===== config.mk =====
export PLATFORM = sky130hd
export DESIGN_NAME = data_mem_responder
export DESIGN_NICKNAME = d
export VERILOG_FILES = /design/src/rtl/cpu_pkg.sv /design/src/rtl/data_mem_responder_mem_array.sv /design/src/rtl/data_mem_responder.sv
export SDC_FILE = /design/constraint.sdc
export NUM_CORES = 2
export LEC_CHECK = 0
export ABC_AREA = 1
export CAP_MARGIN = 20
export CORE_MARGIN = 1
export CORE_UTILIZATION = 57
export DETAILED_ROUTE_END_ITERATION = 8
export PLACE_DENSITY = 0.76
export SKIP_LAST_GASP = 1
export SYNTH_ARGS = -nofsm -noshare
export SYNTH_HDL_FRONTEND = slang
export SYNTH_SLANG_ARGS = --single-unit

===== constraint.sdc =====
create_clock -name clk -period 4.2 [get_ports clk]
set_input_delay 0.84 -clock clk [delete_from_list [all_inputs] [get_ports clk]]
set_output_delay 0.84 -clock clk [all_outputs]
set_load 0.005 [all_outputs]

===== src/rtl/cpu_pkg.sv =====
// Shared definitions for the CPU data-memory path.
// Holds the default address/data widths, the responder FSM state type and
// the opcodes of the CPU instructions that reach data memory
// (lw, sw, jal stack push).
package cpu_pkg;

    localparam int CPU_ADDR_W = 8;
    localparam int CPU_DATA_W = 8;

    typedef enum logic [1:0] {
        ST_IDLE   = 2'd0,
        ST_WAIT   = 2'd1,
        ST_COMMIT = 2'd2,
        ST_RESP   = 2'd3
    } mem_state_t;

    // Opcodes of the CPU instructions that generate data-memory requests
    localparam logic [6:0] OP_LW  = 7'b0000011;
    localparam logic [6:0] OP_SW  = 7'b0100011;
    localparam logic [6:0] OP_JAL = 7'b1101111;

endpackage


===== src/rtl/data_mem_responder_mem_array.sv =====
// mem_array: synchronous single-port DEPTH x DATA_W storage.
// The write and the registered read share one port. rdata holds its value
// until the next enabled read, so the owner can hold a response on it.
// Ports:
//   clk    clock
//   en     port enable (access this cycle)
//   we     1 = write wdata to addr, 0 = read addr into rdata
//   addr   word address
//   wdata  write data
//   rdata  registered read data
module mem_array #(
    parameter int DEPTH  = 256,
    parameter int DATA_W = 8,
    parameter int AW     = 8
) (
    input  logic              clk,
    input  logic              en,
    input  logic              we,
    input  logic [AW-1:0]     addr,
    input  logic [DATA_W-1:0] wdata,
    output logic [DATA_W-1:0] rdata
);

    logic [DATA_W-1:0] mem [DEPTH];

    // No reset on the array or the read register: contents survive reset.
    always_ff @(posedge clk) begin
        if (en) begin
            if (we) mem[addr] <= wdata;
            else    rdata     <= mem[addr];
        end
    end

endmodule


===== src/rtl/data_mem_responder.sv =====
// data_mem_responder: responder side of the CPU data-memory interface.
// Accepts one request at a time on a valid/ready channel, waits
// WAIT_CYCLES cycles, performs the array access in a single COMMIT cycle,
// then holds the response on a valid/ready channel until it is taken.
// Ports:
//   clk, rst              clock, synchronous active-high reset
//   req_valid/req_ready   request handshake
//   req_we                1 = write, 0 = read
//   req_addr, req_wdata   word address and write data
//   rsp_valid/rsp_ready   response handshake
//   rsp_rdata             read data (0 for writes and errors)
//   rsp_err               address out of range
//   busy                  transaction in flight
module data_mem_responder
    import cpu_pkg::*;
#(
    parameter int ADDR_W      = CPU_ADDR_W,
    parameter int DATA_W      = CPU_DATA_W,
    parameter int DEPTH       = 256,
    parameter int WAIT_CYCLES = 2
) (
    input  logic              clk,
    input  logic              rst,
    input  logic              req_valid,
    output logic              req_ready,
    input  logic              req_we,
    input  logic [ADDR_W-1:0] req_addr,
    input  logic [DATA_W-1:0] req_wdata,
    output logic              rsp_valid,
    input  logic              rsp_ready,
    output logic [DATA_W-1:0] rsp_rdata,
    output logic              rsp_err,
    output logic              busy
);

    localparam int MA_W = (DEPTH > 1) ? $clog2(DEPTH) : 1;
    localparam int CW   = (WAIT_CYCLES > 0) ? $clog2(WAIT_CYCLES + 1) : 1;

    mem_state_t        state;
    logic [CW-1:0]     cnt;
    logic              we_q;
    logic [ADDR_W-1:0] addr_q;
    logic [DATA_W-1:0] wdata_q;
    logic              err_q;
    logic              in_range;
    logic              mem_en;
    logic [DATA_W-1:0] mem_q;

    // Unsigned compare; always true when DEPTH covers the whole address space
    assign in_range = 32'(addr_q) < 32'(DEPTH);

    // A reset landing on the COMMIT edge aborts the access as well
    assign mem_en = (state == ST_COMMIT) && in_range && !rst;

    mem_array #(
        .DEPTH  (DEPTH),
        .DATA_W (DATA_W),
        .AW     (MA_W)
    ) u_mem (
        .clk   (clk),
        .en    (mem_en),
        .we    (we_q),
        .addr  (addr_q[MA_W-1:0]),
        .wdata (wdata_q),
        .rdata (mem_q)
    );

    always_ff @(posedge clk) begin
        if (rst) begin
            state   <= ST_IDLE;
            cnt     <= '0;
            err_q   <= 1'b0;
            we_q    <= 1'b0;
            addr_q  <= '0;
            wdata_q <= '0;
        end else begin
            case (state)
                ST_IDLE: begin
                    if (req_valid) begin
                        we_q    <= req_we;
                        addr_q  <= req_addr;
                        wdata_q <= req_wdata;
                        cnt     <= '0;
                        state   <= (WAIT_CYCLES > 0) ? ST_WAIT : ST_COMMIT;
                    end
                end
                ST_WAIT: begin
                    // cnt steps 1..WAIT_CYCLES; the last step leaves WAIT
                    cnt <= cnt + CW'(1);
                    if (cnt == CW'(WAIT_CYCLES - 1)) state <= ST_COMMIT;
                end
                ST_COMMIT: begin
                    err_q <= !in_range;
                    state <= ST_RESP;
                end
                ST_RESP: begin
                    if (rsp_ready) begin
                        err_q <= 1'b0;
                        state <= ST_IDLE;
                    end
                end
                default: state <= ST_IDLE;
            endcase
        end
    end

    assign req_ready = (state == ST_IDLE);
    assign rsp_valid = (state == ST_RESP);
    assign busy      = (state != ST_IDLE);
    assign rsp_err   = err_q;

    // The read register is untouched during RESP, so gating it here keeps the
    // data stable while forcing 0 for writes, errors and outside RESP.
    assign rsp_rdata = (state == ST_RESP && !we_q && !err_q) ? mem_q : '0;

endmodule


==> qor.csv <==
stage;metric;value;unit
sta;Setup-failing EPs final;0;
pwr;clock power share;34.6;%
pwr;PD cells;547.8;mW/mm2
synthesis;yosys warns;0;
setup_path;crit-path max FO;8;
grt;pin count of the biggest net entering global routing;183;
clock_network;Worst-Skew Late Latency;850;ps
synthesis;Yosys top cell area share;72.07;%
synthesis;Syn Std Cell Area;0.08566;mm2
placed_design;PortBufs;31;
floorplanning;die area;0.1518;mm2
setup_path;kind of critical path;reg -> out;
sta;Final period util;97.86;%
detailed_routing;Iteration-0 DRC Markers;7769;
sta;TNS Setup;0;ps
clock_network;clock-pin slew on the worst setup and hold paths;60;ps
pwr;Switching Share;30.14;%
setup_path;critical path startpoint category;register;
clock_network;Clock Sinks;2077;
synthesis;Synth area leader;edfxtp_1;
sta;Hold Fails Final Rpt;0;
detailed_routing;drt wl/cell;21.07;um
synthesis;Post-Syn Nets;8131;
final_layout;Finished Cell Area;0.09524;mm2
clock_network;CTS tree;yes;
synthesis;Area contributors post-synth;edfxtp_1 72%, nand2_1 21%, nor2_1 1.6%, nand3_1 1.2%, buf_2 1.0%;
pwr;Reg power frac;45.9;%
final_layout;commonest non-fill, non-tap cell in the layout;nand2_1;
detailed_routing;DR DRC count;0;
setup_path;R2R depth;13;
grt;antenna violations before repair;4;
grt;first-pass GRT wire length;326600;um
floorplanning;die width;389.7;um
min_path;class of the tightest hold or removal check;reg -> reg;
detailed_routing;vias;58110;
clock_network;Max Root-Sink Buffers;3;
synthesis;Yosys reg bits;2077;
sta;fin crit period;4110;ps
detailed_routing;Initial DRT Pass Iterations;6;
pwr;sw power;0.01572;W
placed_design;Final HPWL DP;124900;um
sta;RSZ-0062 raised after global routing;false;
sta;max-slew violations;0;
clock_network;CTS root buf;clkbuf_16;
placed_design;Post-DP Area;0.08865;mm2
pwr;Leak Pwr;37.92;nW
final_layout;fillers;10750;
setup_path;Critical Path End Type;output port;
pwr;Comb pwr share;19.6;%
floorplanning;Initial Util;57.74;%
grt;Global Route Usage Sum;28.54;%
min_path;WHS Path Cells;2;
sta;Final Skew;47.63;ps
sta;Max Fclk;243.3;MHz
final_layout;highest-count cells in the layout ignoring fill and taps;4782 x nand2_1, 2056 x edfxtp_1, 355 x nor2_1, 204 x clkbuf_16, 184 x nand3_1;
final_layout;Synth-to-Final Area Change;11.17;%
detailed_routing;final WL;216100;um
synthesis;sequential element share of the synthesized area;72.56;%
clock_network;Setup Buffers After CTS;0;
floorplanning;core region area;0.1484;mm2
clock_network;hold-fix buffers at CTS;0;
floorplanning;Die Y-Extent;389.7;um
final_layout;layout cells sized above 1;6.070;%
pwr;Final Power;0.05217;W
detailed_routing;Post-DRT Antenna Nets;0;
grt;grt ovf;0;
detailed_routing;vias per cell;5.666;
grt;vias in the first global route;56400;
final_layout;Final Net Count;8110;
placed_design;global placement routability congestion;0.9211;
clock_network;post-CTS resize count;0;
synthesis;Post-Synthesis Cells;8104;
clock_network;CTS Buf Count;200;
job;max_cap viols;0;
pwr;P_int;0.03645;W
floorplanning;I/O Pins;33;
synthesis;post-synth cell types;25;
setup_path;crit path DAT;3270;ps
sta;normalized max-slew margin;22.01;%
synthesis;Avg Cell Area, Syn;10.57;um2
floorplanning;row count;141;
sta;Least-Margin Pin Slew;1170;ps
status;status;finished, final reports clean;
pwr;Max VDD drop;0.5535;mV
clock_network;H-tree Lvls;4;
setup_path;CP Data Required Time;3360;ps
==> flip-flops by register name, summed over array words and instances, names as in the netlist <==
name         count
u_mem.mem     2048
u_mem.rdata      8
we_q             1
state            2
addr_q           8
cnt              2
wdata_q          8
==> stage by stage <==
step                      instances  util, %  hold slack, ps  setup WS [ps]
after floorplan                8104        -           439.0           1653
after global placement         9883    59.75           451.4          727.5
after detailed placement       9883    59.75           461.0          619.5
after CTS                     10260    64.19           470.3          110.9
after global routing          10260    64.19           501.6          20.49
final                         10260    64.19           478.2          89.73
==> power by group through the flow <==
stage | combinational (W) | clock [W] | sequential [W]
6_report | 0.0102 | 0.0180 | 0.0239
5_1_grt | 0.0111 | 0.0189 | 0.0239
4_1_cts | 0.0100 | 0.0181 | 0.0239
3_5_place_dp | 0.00992 | 0 | 0.0244
3_3_place_gp | 0.00976 | 0 | 0.0244
2_1_floorplan | 0.00597 | 0 | 0.0246
==> final cells by class <==
class,count,area (um2),area share [%]
Inverter,31,141.4,0.1485
Antenna cell,1,2.502,0.002628
Multi-Input combinational cell,5572,21660,22.74
Tap cell,2002,2505,2.630
Clock buffer,240,5280,5.544
Clock inverter,133,1300,1.365
Sequential cell,2077,62200,65.31
Timing Repair Buffer,201,2150,2.257
==> path summary, 6_finish.rpt <==
check        slack, ps                       end              startpoint
max                 90              rsp_rdata[4]   state[0]$_SDFFE_PP0P_
min                480       cnt[1]$_SDFFE_PP0P_     cnt[1]$_SDFFE_PP0P_
max reg2reg        680  u_mem.rdata[5]$_DFFE_PP_  addr_q[0]$_SDFFE_PP0P_
min reg2reg        480       cnt[1]$_SDFFE_PP0P_     cnt[1]$_SDFFE_PP0P_
==> routing by layer <==
layer	vias up	track usage, %	wire length (um)
li1	26620	-	-
met1	27590	39.23	81890
met2	3348	44.71	99560
met3	552	5.135	24750
met4	2	13.04	9918
met5	-	0	9
==> synth_stat cells (all sizes together) <==
cell type     n
a211oi        9
or2           1
edfxtp     2056
buf         230
inv          30
nor3          3
clkbuf      194
nand3       200
nor2        362
a21oi        45
clkinv        1
o21ai       160
ha            6
nand2      4782
nand3b        2
o221ai        1
dfxtp        21
conb          1
==> logic make-up after synthesis <==
| group | share of synthesized area, % |
|---|---|
| fa+ha+maj | 0.08763 |
| buf+inv | 2.297 |
| flops | 72.56 |
| compound gates | 1.287 |
| simple gates | 23.76 |
| other cells | 0.004378 |
==> critical path: stages (launching register included) <==
cell and delay, ps:
dfxtp_1 370, ha_1 230, nand2_1 540, nor2_1 650, clkdlybuf4s50_1 620
Note: power is estimated with default switching activity, not from simulation.
